### src/rtl/vram_arbiter.sv
// vram_arbiter
//   Shares one single-port synchronous VRAM between the CPU (through a small
//   write buffer) and the VGA scan-out fetcher. VGA reads always win, CPU reads
//   wait for an empty buffer, and buffered writes drain in otherwise free cycles.
//   VGA reads forward data from still-buffered writes. Read latency is fixed at
//   three cycles from grant to valid pulse for both requesters.
//
// Ports
//   clk, reset            rising-edge clock, asynchronous active-high reset
//   cpu_we/cpu_re         CPU write / read request (read held until cpu_rvalid)
//   cpu_address/cpu_data  CPU word address and write data
//   cpu_stall             CPU must hold its current access (combinational)
//   cpu_rdata/cpu_rvalid  CPU read data (held) and one-cycle valid pulse
//   vga_req/vga_address   single-cycle VGA fetch request and word address
//   vga_data/vga_valid    VGA fetch data and one-cycle valid pulse
//   mem_we/mem_address/mem_wdata  registered VRAM port
//   mem_rdata             VRAM read data, valid the cycle after mem_address
module vram_arbiter #(
   parameter int N     = 32,
   parameter int AW    = 6,
   parameter int DEPTH = 4
) (
   input  logic          clk,
   input  logic          reset,
   input  logic          cpu_we,
   input  logic          cpu_re,
   input  logic [AW-1:0] cpu_address,
   input  logic [N-1:0]  cpu_data,
   output logic          cpu_stall,
   output logic [N-1:0]  cpu_rdata,
   output logic          cpu_rvalid,
   input  logic          vga_req,
   input  logic [AW-1:0] vga_address,
   output logic [N-1:0]  vga_data,
   output logic          vga_valid,
   output logic          mem_we,
   output logic [AW-1:0] mem_address,
   output logic [N-1:0]  mem_wdata,
   input  logic [N-1:0]  mem_rdata
);
   localparam int PW = $clog2(DEPTH);

   typedef enum logic [1:0] {TAG_NONE = 2'd0, TAG_VGA = 2'd1, TAG_CPU = 2'd2} tag_t;

   logic [AW-1:0] buf_addr [DEPTH];
   logic [N-1:0]  buf_data [DEPTH];
   logic [PW-1:0] wr_ptr, rd_ptr;
   logic [PW:0]   count;
   logic          empty, full, push, rd_busy;
   logic          grant_vga, grant_cpu, grant_drain;
   logic [AW-1:0] drain_addr;
   logic [N-1:0]  drain_data;
   tag_t          grant_tag, tag1, tag2;
   logic          fwd_hit, hit1, hit2;
   logic [N-1:0]  fwd_data, hit_data1, hit_data2;
   logic [PW-1:0] fwd_idx;

   assign empty     = (count == '0);
   assign full      = (count == (PW+1)'(DEPTH));
   assign push      = cpu_we & ~full;
   assign cpu_stall = (cpu_we & full) | (cpu_re & ~cpu_rvalid);

   // Arbitration: VGA, then CPU read (empty buffer, nothing in flight), then drain.
   // A write arriving into an empty buffer is drained in the same cycle it is
   // pushed, so an idle arbiter puts it on the VRAM port one cycle later.
   always_comb begin
      grant_vga   = vga_req;
      grant_cpu   = ~vga_req & cpu_re & ~cpu_we & empty & ~rd_busy;
      grant_drain = ~vga_req & ~grant_cpu & (~empty | cpu_we);
      grant_tag   = TAG_NONE;
      if (grant_vga)
         grant_tag = TAG_VGA;
      else if (grant_cpu)
         grant_tag = TAG_CPU;
      drain_addr = empty ? cpu_address : buf_addr[rd_ptr];
      drain_data = empty ? cpu_data    : buf_data[rd_ptr];
   end

   // Forwarding: scan live entries oldest to youngest so the youngest match wins.
   // Uses buffer contents before this cycle's push.
   always_comb begin
      fwd_hit  = 1'b0;
      fwd_data = '0;
      fwd_idx  = '0;
      for (int unsigned k = 0; k < DEPTH; k++) begin
         fwd_idx = rd_ptr + PW'(k);
         if (k < 32'(count) && buf_addr[fwd_idx] == vga_address) begin
            fwd_hit  = 1'b1;
            fwd_data = buf_data[fwd_idx];
         end
      end
   end

   always_ff @(posedge clk or posedge reset) begin
      if (reset) begin
         wr_ptr <= '0;
         rd_ptr <= '0;
         count  <= '0;
      end else begin
         if (push)
            wr_ptr <= wr_ptr + PW'(1);
         if (grant_drain)
            rd_ptr <= rd_ptr + PW'(1);
         unique case ({push, grant_drain})
            2'b10:   count <= count + (PW+1)'(1);
            2'b01:   count <= count - (PW+1)'(1);
            default: count <= count;
         endcase
      end
   end

   always_ff @(posedge clk) begin
      if (push) begin
         buf_addr[wr_ptr] <= cpu_address;
         buf_data[wr_ptr] <= cpu_data;
      end
   end

   always_ff @(posedge clk or posedge reset) begin
      if (reset) begin
         mem_we      <= 1'b0;
         mem_address <= '0;
         mem_wdata   <= '0;
      end else begin
         mem_we <= grant_drain;
         if (grant_vga)
            mem_address <= vga_address;
         else if (grant_cpu)
            mem_address <= cpu_address;
         else if (grant_drain) begin
            mem_address <= drain_addr;
            mem_wdata   <= drain_data;
         end
      end
   end

   // Two-stage tag pipe aligns routing with mem_rdata; forwarded data rides along.
   always_ff @(posedge clk or posedge reset) begin
      if (reset) begin
         tag1       <= TAG_NONE;
         tag2       <= TAG_NONE;
         hit1       <= 1'b0;
         hit2       <= 1'b0;
         hit_data1  <= '0;
         hit_data2  <= '0;
         vga_valid  <= 1'b0;
         vga_data   <= '0;
         cpu_rvalid <= 1'b0;
         cpu_rdata  <= '0;
         rd_busy    <= 1'b0;
      end else begin
         tag1      <= grant_tag;
         tag2      <= tag1;
         hit1      <= grant_vga & fwd_hit;
         hit2      <= hit1;
         hit_data1 <= fwd_data;
         hit_data2 <= hit_data1;
         vga_valid  <= (tag2 == TAG_VGA);
         cpu_rvalid <= (tag2 == TAG_CPU);
         if (tag2 == TAG_VGA)
            vga_data <= hit2 ? hit_data2 : mem_rdata;
         if (tag2 == TAG_CPU)
            cpu_rdata <= mem_rdata;
         if (grant_cpu)
            rd_busy <= 1'b1;
         else if (cpu_rvalid)
            rd_busy <= 1'b0;
      end
   end
endmodule

### config.mk
export PLATFORM = sky130hd
export DESIGN_NAME = vram_arbiter
export DESIGN_NICKNAME = d
export VERILOG_FILES = /design/src/rtl/vram_arbiter.sv
export SDC_FILE = /design/constraint.sdc
export NUM_CORES = 1
export LEC_CHECK = 0
export BUFFER_PORTS_ARGS = -buffer_cell sky130_fd_sc_hd__buf_2
export CAP_MARGIN = 20
export CORE_ASPECT_RATIO = 1.25
export CORE_MARGIN = 2
export CORE_UTILIZATION = 41
export CTS_BUF_LIST = sky130_fd_sc_hd__clkbuf_4
export DETAILED_ROUTE_END_ITERATION = 8
export GPL_ROUTABILITY_DRIVEN = 1
export SLEW_MARGIN = 20
export SYNTH_ARGS = -nofsm -noshare
export SYNTH_HDL_FRONTEND = slang
export SYNTH_SLANG_ARGS = --single-unit
export TNS_END_PERCENT = 50
### constraint.sdc
create_clock -name clk -period 6.6 [get_ports clk]
set_input_delay 0.66 -clock clk [delete_from_list [all_inputs] [get_ports clk]]
set_output_delay 0.66 -clock clk [all_outputs]
set_load 0.02 [all_outputs]
# After elaboration in Yosys (flattened, before gate mapping)
# Memories as Yosys holds them, arrays and structs flattened.
# Index checks and enable logic that the tools add are counted.
[op_classes] add_sub_neg=6 eq_ne=9 n_reduce_logical=9 n_mux=21 order_cmp=4 n_bitwise=19
[op_table] op="two-way mux 32 bit" n=6
[op_table] op="equality test 6 bit" n=4
[op_table] op="two-way mux 6 bit" n=4
[op_table] op="AND 1 bit" n=10
[op_table] op="two-way mux 1 bit" n=8
[op_table] op="NOT 1 bit" n=7
[op_table] op="< comparator 1 x 3 -> 1 bit (first input constant)" n=2
[op_table] op="< comparator 2 x 3 -> 1 bit (first input constant)" n=2
[op_table] op="one-hot mux 3 bit (2 select lines)" n=1
[op_table] op="adder 2 x 1 -> 2 bit (second input constant)" n=2
[op_table] op="adder 2 bit (second input constant)" n=2
[op_table] op="equality test 2 x 1 -> 1 bit (second input constant)" n=2
[op_table] op="equality test 2 bit (second input constant)" n=2
[op_table] op="logical AND 1 bit" n=4
[op_table] op="two-way mux 2 bit" n=2
[op_table] op="nonzero test 2 bit" n=2
[op_table] op="adder 3 x 1 -> 3 bit (second input constant)" n=1
[op_table] op="equality test 3 bit (second input constant)" n=1
[op_table] op="zero test 3 bit" n=1
[op_table] op="AND reduction 3 bit" n=1
[op_table] op="nonzero test 3 bit" n=1
[op_table] op="subtractor 3 x 1 -> 3 bit (second input constant)" n=1
[op_table] op="OR 1 bit" n=2
[word_totals] reg_bits=183 n_memories=2 output_inout_bits=106 in_bits=81 ramBits=152 wordCells=87
[memory_table] memory="buf_data" depth=4 word_bits=32 read_ports=4 rd_ports_with_merged_regs=0 wr=1 line_no="46" text="logic [N-1:0] buf_data [DEPTH];"
[memory_table] memory="buf_addr" depth=4 word_bits=6 read_ports=4 rd_ports_with_merged_regs=0 wr=1 line_no="45" text="logic [AW-1:0] buf_addr [DEPTH];"

# Depth between registers and ports, before layout
# Gate-level depths: netlist of run 1.
[depth] word_depth=11 ltp_mapped=11 ltp_nobuf=9

# Worst setup path after synthesis of run 1
# No wires, ideal clock.
[synth_timing] kind="register to register" from="reg rd_ptr[0]" to="reg hit_data1[10]" t_arrival_ns=2.484 path_buffers=4 stages_incl_launch_ff=12 setup_time_ns=0.136 period_less_slack_ns=2.621 required_ns=6.464 setup_slack_ns=3.979 path_cell_list="dfrtp_1 > buf_2 > buf_4 > mux4_2 > xnor2_1 > nand4_1 > or4_4 > nor2b_1 > buf_2 > buf_6 > a211oi_2 > o32ai_1"
[synth_between] elab_chain_cells=7 word_cells_on_any_way=17
[synth_rtl] element="start, declared" line_no="47" text="logic [PW-1:0] wr_ptr, rd_ptr;"
[synth_rtl] element="start signal, assigned" line_no="103" text="rd_ptr <= rd_ptr + PW'(1);"
[synth_rtl] element="adder 2 x 1 -> 2 bit / memory read (4 x 6 bit) (equally long branches)"
[synth_rtl] element="memory read (4 x 6 bit) / equality test 6 bit (equally long branches)"
[synth_rtl] element="equality test 6 bit / logical AND 1 bit (equally long branches)" line_no="87" text="if (k < 32'(count) && buf_addr[fwd_idx] == vga_address) begin"
[synth_rtl] element="logical AND 1 bit / two-way mux 32 bit (equally long branches)" line_no="87"
[synth_rtl] element="two-way mux 32 bit (2 in series)" line_no="87"
[synth_rtl] element="two-way mux 32 bit *" line_no="87"
[synth_rtl] element="named net fwd_data[10]" line_no="55" text="logic [N-1:0] fwd_data, hit_data1, hit_data2;"
[synth_rtl] element="end signal, assigned" line_no="156" text="hit_data1 <= fwd_data;"
[synth_rtl] element="end, declared" line_no="55"
# Mark *: on every way through the listed nets, which the timed path passes. The rest lies on a longest branch.
# A chain may end at the register's enable or synchronous reset.

# Final worst setup path of run 1
[layout_timing] from="reg rd_ptr[0]" to="reg hit_data1[2]"
# The elaborated chain is that of the path after synthesis.

==> results of run 1 <==
==> cells in the final DEF (no fill, tap or decap), types with 2 or more instances in the layout <==
cell type / synthesis / final
o21a_1: 2 / 2
nor2_1: 106 / 105
edfxtp_1: 152 / 152
buf_2: 21 / 186
o221a_2: 5 / 5
nor3_1: 3 / 2
buf_4: 4 / 13
o221a_1: 27 / 27
xor2_1: 16 / 16
dfrtp_1: 183 / 180
a21oi_1: 137 / 137
nand2b_2: 1 / 2
inv_1: 26 / 25
nand2b_4: 0 / 2
mux2i_1: 133 / 133
xnor2_1: 19 / 19
o21ai_0: 104 / 104
mux4_2: 13 / 13
ha_1: 9 / 9
o32ai_1: 32 / 32
and2_2: 0 / 4
clkinv_2: 0 / 2
clkinvlp_4: 0 / 3
clkbuf_4: 0 / 136
a211oi_2: 30 / 30
mux2_2: 102 / 102
dfrtp_4: 0 / 2
a211oi_1: 33 / 33
nand2_1: 104 / 103
nor4_1: 5 / 5
clkinv_1: 0 / 14
==> kinds of logic after synthesis <==
| group | count (synthesis) | share of synthesized area [%] |
|---|---|---|
| DFF | 335 | 55.7 |
| buffers and inverters | 137 | 3.57 |
| AOI/OAI and AO/OA | 376 | 15.5 |
| xor gates and xnor gates | 35 | 1.87 |
| adders and majority gates | 9 | 0.686 |
| and+or+nand+nor | 234 | 5.77 |
| muxes | 248 | 16.9 |
==> worst reg2reg max path: cells and delay by family (launching register included) <==
| kind | cells | cell delay [ps] |
|---|---|---|
| AND/OR/NAND/NOR | 3 | 1870 |
| flip-flops | 1 | 900 |
| multiplexers | 1 | 430 |
| AO/OA/AOI/OAI | 2 | 420 |
| XOR/XNOR | 1 | 170 |
==> Yosys cell counts, drive strengths merged (16+ instances only) <==
| master | n |
|---|---|
| dfrtp | 183 |
| edfxtp | 152 |
| a21oi | 137 |
| mux2i | 133 |
| nor2 | 106 |
| nand2 | 104 |
| o21ai | 104 |
| mux2 | 102 |
| a211oi | 63 |
| clkbuf | 60 |
| buf | 51 |
| o221a | 32 |
| o32ai | 32 |
| inv | 26 |
| xnor2 | 19 |
| xor2 | 16 |
==> how the worst max path moves through the flow <==
stage               slack, ps  startpoint            end  depth (start not counted)
floorplan                 970       reset       count[0]                          1
global placement         2690   rd_ptr[0]   hit_data1[2]                          7
detailed placement       2650   rd_ptr[0]  hit_data1[12]                          7
CTS                      2600   rd_ptr[0]   hit_data1[2]                          7
global route             2380   rd_ptr[0]   hit_data1[2]                          7
finish                   2610   rd_ptr[0]   hit_data1[2]                          7
==> what timing repair did <==
| action | CTS | global route |
|---|---|---|
| buffers inserted | 0 | 0 |
| hold buffers | 1 | 0 |
| endpoints found under the hold margin | 60 | 0 |
==> stage by stage <==
stage               hold slack, ps  instances  util [%]
CTS                           18.1       2119      47.8
global route                  65.8       2120      47.8
global placement               332       1961      44.8
detailed placement             336       1961      44.8
floorplan                      331       1374         -
finish                         102       2120      47.8
==> flip-flops by register name, indices dropped and copies added, names as in the netlist, 2 cells and up <==
signal	count
buf_data	128
tag2	2
wr_ptr	2
hit_data1	32
rd_ptr	2
count	3
vga_data	32
mem_address	6
hit_data2	32
buf_addr	24
mem_wdata	32
tag1	2
cpu_rdata	32
==> area by class of cell <==
cell class	count	area, um^2
fill	3680	20500
clock buffer	136	1020
inverter	26	105
multi-input combinational	902	6720
clock inverter	21	119
antenna	1	2.50
sequential	335	9150
timing repair buffer	201	1050
tap	498	623
==> power by group through the flow <==
stage               sequential, uW  clock [uW]  combinational (uW)
floorplan                     3410           0                2490
global placement              3270           0                3480
detailed placement            3300           0                3540
CTS                           3260        1900                3560
global route                  3340        2000                3880
finish                        3250        1830                3520
==> metal layers <==
layer  track usage (%)  vias to the layer above  wire length (um)
met5                 0                        -                20
met3              4.13                       87              2120
li1                  -                     5505                 -
met2              31.9                      317             18900
met4              8.88                        4              1020
met1              24.6                     5647             17600
==> flow_summary.yaml, run 1 <==
clock_network:
  cts_tree: "built"
  clock-sinks: 335
  htree_levels: 3
  clkSlewWorstSetupHoldPaths_ps: 70
  cts_resized: 0
  clkLatencyLatePin_ps: 790
  clk_path_buf_depth: 3
  cts-root-buf: "clkbuf_4"
  cts_buffers: 87
timing:
  slew_violations: 0
  skew_ps: 57.0
  fin_crit_sh_pct: 60.4
  rsz0062_at_grt: "no"
  finalSetupViolations: 0
  slew_headroom_pct: 29.0
  worst_pin_slew_ps: 1070
  worst_slack_ps: 2610
  hold_violations: 0
  setup_tns_ps: 0
  max_freq_mhz: 251
  layout_min_cycle_time_ps: 3990
power:
  power_uw: 8600
  power_frac_seq_pct: 37.8
  vdd_drop_max_v: 0.000250
  power.internal_uw: 5260
  p_comb_share_pct: 41.0
  p_sw_uw: 3340
  clockPowerShare_pct: 21.2
  switching_share_pct: 38.8
  cellPowerDensity_nw_per_um2: 458
  p_leak_uw: 0.00766
grt:
  grt_usage_pct: 19.4
  grt_first_pass_wirelength_mm: 62.4
  grt_max_degree: 102
  grt_pass1_vias: 11700
  antenna_found_initial: 4
  grt_overflow_total: 0
synth:
  synthesis.area_um2: 16400
  synth_nets: 1464
  yosysTopAreaCellShare_pct: 27.9
  synthCells: 1374
  yosysSeqAreaShare_pct: 55.7
  synth_ff_type: "dfrtp_1"
  ys_types: 41
  synth-seq-cells: 335
  synth.area.top_cells: "dfrtp_1 28%, edfxtp_1 28%, mux2i_1 8.1%, mux2_2 7.0%, a21oi_1 4.2%"
  synth_edf_count: 152
  avgSynthCellArea_um2: 11.9
  async_flop_share_pct: 54.6
  synth.largest_area_cell: "dfrtp_1"
  yosysWarnings: 0
worst_hold_path:
  min_path_cells: 1
  min_to: "buf_data[1][2]"
  hold_class: "input port to flip-flop"
  hp-start: "cpu_data[2]"
routing:
  first_pass_iters: 4
  drc_errors: 0
  routedWlPerCell_um: 18.7
  ant_nets: 0
  vias: 11600
  avgViaCountPerCell: 5.45
  drt-initial-drc-count: 641
  routed_wl_mm: 39.7
final_layout:
  drive_above_1_share_pct: 31.5
  finalInstanceArea_um2: 18800
  area_growth_pct: 14.6
  nNetsFinal: 1643
die:
  core_um2: 39300
  start_util_pct: 41.7
  die_w_um: 183
  dieArea_um2: 41600
  placementRows: 81
  die_y_um: 228
  io_pins: 187
worst_setup_path:
  start_kind: "flip-flop"
  crit_type: "flip-flop to flip-flop"
  slowest_delay_ps: 920
  end_kind: "flip-flop"
  r2r-start: "rd_ptr[0]"
  arrival_ps: 4570
  crit_required_ps: 7180
  r2r_slack_ps: 2610
  r2r-end: "hit_data1[2]"
  crit_family: "simple AND/OR/NAND/NOR gates"
  worstPathMaxFanout: 67
  path_buf_inv: 0
  path_cells: "mux4_2, xnor2_1, nand4_1, or4_4, nand2b_2, o221a_2, o32ai_1"
  reg2reg_depth: 7
  cp_slowest_cell: "or4_4"
run:
  max_cap_viol_count: 0
placed_design:
  hpwl_mm: 24.2
  placed_area_um2: 17600
  pre_cts_slack_ps: 2650
  io_buffers: 186
  gp_congestion: 0.786
status:
  status: "finished clean"
No activity file was read; power rests on OpenSTA's default activity.
==> run 2, diff against run 1 <==
==> constraint.sdc (replaced) <==
create_clock -name clk -period 3.85 [get_ports clk]
set_input_delay 0.385 -clock clk [delete_from_list [all_inputs] [get_ports clk]]
set_output_delay 0.385 -clock clk [all_outputs]
set_load 0.02 [all_outputs]
==> run 2 against run 1 <==
Effect of this change: die area stayed put; flip-flop and latch count stayed put; setup slack worse by 2200 ps; global-route usage up 0.21 points; critical endpoint is now hit_data1[6].
==> flow_summary.yaml, run 2 (same netlist as run 1, synthesis figures left out) <==
status:
  status: "finished clean"
power:
  p_leak_uw: 0.00810
  power_uw: 15000
  vdd_drop_max_v: 0.000679
  cellPowerDensity_nw_per_um2: 758
final_layout:
  final_common_cell: "buf_2"
  final_cell_mix: "186 x buf_2, 180 x dfrtp_1, 152 x edfxtp_1"
  drive_above_1_share_pct: 30.7
  largest_register: "buf_data"
  fin_util_pct: 50.4
  nNetsFinal: 1731
  area_growth_pct: 20.7
  largest_reg_flops: 128
clock_network:
  postCtsHoldBufs: 78
  clkSlewWorstSetupHoldPaths_ps: 70
  cts_resized: 0
  htree_levels: 3
  clock-sinks: 335
  cts_buffers: 89
  cts-root-buf: "clkbuf_4"
  clkLatencyLatePin_ps: 780
  clk_path_buf_depth: 3
  cts_setup_buffers: 0
  cts_tree: "built"
die:
  start_util_pct: 41.7
  io_pins: 187
  die_w_um: 183
  core_um2: 39300
  placementRows: 81
  dieArea_um2: 41600
  die_y_um: 228
routing:
  routed_wl_mm: 40.7
  first_pass_iters: 5
  vias: 11900
  routedWlPerCell_um: 18.4
  ant_nets: 0
  avgViaCountPerCell: 5.39
  drt-initial-drc-count: 623
  drc_errors: 0
timing:
  layout_min_cycle_time_ps: 3420
  worst_pin_slew_ps: 951
  rsz0062_at_grt: "no"
  fin_crit_sh_pct: 88.9
  skew_ps: 68.9
  slew_headroom_pct: 36.6
  hold_violations: 0
  slew_violations: 0
  max_freq_mhz: 292
  finalSetupViolations: 0
  setup_tns_ps: 0
  worst_slack_ps: 427
grt:
  grt.met2_usage_pct: 33.0
  grt_max_degree: 223
  use_met1_pct: 24.7
  use_met3_pct: 3.92
  grt_overflow_total: 0
  grt_busiest_layer: "met2"
  grt_pass1_vias: 12100
  antenna_found_initial: 2
  grt_usage_pct: 19.6
  grt_first_pass_wirelength_mm: 63.4
placed_design:
  io_buffers: 186
  hpwl_mm: 24.5
  pre_cts_slack_ps: 543
  gp_congestion: 0.797
worst_setup_path:
  start_kind: "flip-flop"
  crit_required_ps: 4470
  crit_type: "flip-flop to flip-flop"
  worstPathMaxFanout: 17
  end_kind: "flip-flop"
  arrival_ps: 4040
run:
  max_cap_viol_count: 0
worst_hold_path:
  hold_class: "input port to flip-flop"
run 2: area by class of cell:
type	count	area [um^2]
well taps	498	623
repair buffers	287	2010
inverters	26	101
clock inverters	20	110
fillers	3500	19500
diodes	1	2.50
multi-input cells	902	6720
flip-flops and latches	335	9150
clock buffers	145	1090
run 2: final timing paths:
check                               startpoint  slack, ps  cells after the start             end
worst max register to register       rd_ptr[0]        430                      9    hit_data1[6]
worst min-delay path            vga_address[2]         90                      4  mem_address[2]
worst max-delay path                 rd_ptr[0]        430                      9    hit_data1[6]
max in group asynchronous                reset       2650                      4     vga_data[3]
worst min register to register   hit_data1[21]        340                      0   hit_data2[21]
min in group asynchronous                reset        360                      3    vga_data[22]
run 2: metrics by stage:
stage,hold slack (ps),instance area (um^2),std cells
finish,89.5,19800,2214
global route,71.5,19800,2214
CTS,2.34,19800,2213
detailed placement,335,17800,1970
global placement,332,17800,1970
floorplan,331,16400,1374
run 2: worst max-delay path, cell delays in order, from the launching register on:
cell      delay, ps
dfrtp_4         530
mux4_2          530
xor2_1          150
nor4_1          370
o21ai_0         160
buf_4           180
nor2b_4         580
buf_4           450
a211oi_2        110
o32ai_1         170
run 2: metal layers:
layer	up-vias	share of wire [%]
met5	-	0.032
met4	2	2.3
met3	77	5.9
met2	388	48
met1	5749	44
li1	5712	-
run 2: where the power goes:
part | internal (uW) | switching (uW) | total [uW] | leakage, uW
Combinational | 2600 | 3700 | 6300 | 0.00378
Sequential | 4860 | 616 | 5480 | 0.00361
Clock | 1760 | 1480 | 3240 | 0.000713
==> run 3, diff against run 2 <==
--- a/config.mk
+++ b/config.mk
@@ -13,6 +13,7 @@
 export CTS_BUF_LIST = sky130_fd_sc_hd__clkbuf_4
 export DETAILED_ROUTE_END_ITERATION = 8
 export GPL_ROUTABILITY_DRIVEN = 1
+export PLACE_DENSITY_LB_ADDON = 0.3
 export SLEW_MARGIN = 20
 export SYNTH_ARGS = -nofsm -noshare
 export SYNTH_HDL_FRONTEND = slang
==> run 3 against run 2 <==
Effect of this change: die area unchanged; sequential share of layout area grew 0.27 points; first-iteration DRC count grew 13%; clock skew down 20 ps.
==> flow_summary.yaml, run 3 (same netlist as run 1, synthesis figures left out) <==
status:
  status: "finished clean"
clock_network:
  cts_buffers: 86
  clk_path_buf_depth: 3
  cts_resized: 0
  cts-root-buf: "clkbuf_4"
  clock-sinks: 335
  clkLatencyLatePin_ps: 750
  cts_tree: "built"
  htree_levels: 3
  clkSlewWorstSetupHoldPaths_ps: 60
timing:
  setup_tns_ps: 0
  worst_pin_slew_ps: 980
  worst_slack_ps: 303
  slew_headroom_pct: 34.7
  max_freq_mhz: 282
  finalSetupViolations: 0
  rsz0062_at_grt: "no"
  slew_violations: 0
  layout_min_cycle_time_ps: 3550
  hold_violations: 0
  skew_ps: 48.5
  fin_crit_sh_pct: 92.1
final_layout:
  largest_register: "buf_data"
  fin_util_pct: 50.1
  area_growth_pct: 20.0
  final_cell_mix: "186 x buf_2, 180 x dfrtp_1, 152 x edfxtp_1"
  drive_above_1_share_pct: 29.8
  nNetsFinal: 1726
  largest_reg_flops: 128
  final_common_cell: "buf_2"
worst_setup_path:
  arrival_ps: 4140
  crit_type: "flip-flop to flip-flop"
  end_kind: "flip-flop"
  worstPathMaxFanout: 28
  crit_required_ps: 4440
  start_kind: "flip-flop"
power:
  p_leak_uw: 0.00804
  power_uw: 14900
  cellPowerDensity_nw_per_um2: 757
  vdd_drop_max_v: 0.000616
placed_design:
  hpwl_mm: 24.3
  pre_cts_slack_ps: 362
  io_buffers: 186
  gp_congestion: 0.813
run:
  max_cap_viol_count: 0
grt:
  grt_max_degree: 225
  grt_usage_pct: 19.3
  antenna_found_initial: 3
  grt_overflow_total: 0
  grt_pass1_vias: 12000
  grt_first_pass_wirelength_mm: 62.5
routing:
  routedWlPerCell_um: 18.2
  drc_errors: 0
  drt-initial-drc-count: 704
  vias: 12000
  avgViaCountPerCell: 5.45
  first_pass_iters: 4
  ant_nets: 0
  routed_wl_mm: 40.0
worst_hold_path:
  hold_class: "input port to flip-flop"
die:
  core_um2: 39300
  placementRows: 81
  io_pins: 187
  die_w_um: 183
  die_y_um: 228
  start_util_pct: 41.7
  dieArea_um2: 41600
## run 3: changes by cell type in the layout (fill, tap and decap cells not counted), sizes merged, moves of 2 or more
cell / before / now
clkinv: 16 / 29
clkbuf: 145 / 118
clkinvlp: 3 / 1
bufinv: 1 / 4
## run 3: timing repair
item                       4_1_cts  5_1_grt
setup buffers                    0        0
hold endpoints to repair       431        0
hold buffers                    77        0
setup endpoints to repair        0        0
## run 3: cell type report
cell class	count	area (um^2)
Antenna cell	2	5.00
Inverter	26	101
Clock buffer	118	886
Timing Repair Buffer	285	1970
Tap cell	498	623
Sequential cell	335	9150
Multi-Input combinational cell	902	6720
Clock inverter	34	243
Fill cell	3469	19600
## run 3: per-stage QoR
stage,cell area [um^2],instances,hold WS (ps)
after floorplan,16400,1374,331
after global placement,17800,1969,333
after detailed placement,17800,1969,337
after CTS,19700,2198,1.83
after global routing,19700,2200,88.4
final,19700,2200,97.0
## run 3: report_power, final
part	leakage, uW	internal, uW	switching, uW
Combinational	0.00376	2600	3670
Sequential	0.00361	4860	643
Clock	0.000668	1700	1440
## run 3: worst max-delay path, cell delays in order, from the launching register on
cell,delay [ps]
dfrtp_4,700
mux4_2,380
xor2_1,160
nor4_1,340
o21ai_0,320
nor2b_4,760
buf_4,420
a211oi_2,110
o32ai_1,180
## run 3: worst paths after layout
path | startpoint | end | slack [ps] | cells past startpoint
max | rd_ptr[1] | hit_data1[27] | 300 | 8
min | vga_address[5] | mem_address[5] | 100 | 4
max reg2reg | rd_ptr[1] | hit_data1[27] | 300 | 8
min reg2reg | tag1[1] | tag2[1] | 350 | 0
max in group asynchronous | reset | cpu_rdata[6] | 2800 | 4
min in group asynchronous | reset | vga_data[27] | 400 | 4
## run 3: per-layer routing
| metal | GRT usage, % | routed length, um | up-vias |
|---|---|---|---|
| li1 | - | - | 5681 |
| met1 | 23.7 | 17200 | 5857 |
| met2 | 32.9 | 19300 | 369 |
| met3 | 3.73 | 2370 | 79 |
| met4 | 9.03 | 1180 | 0 |
| met5 | 0 | 0 | - |
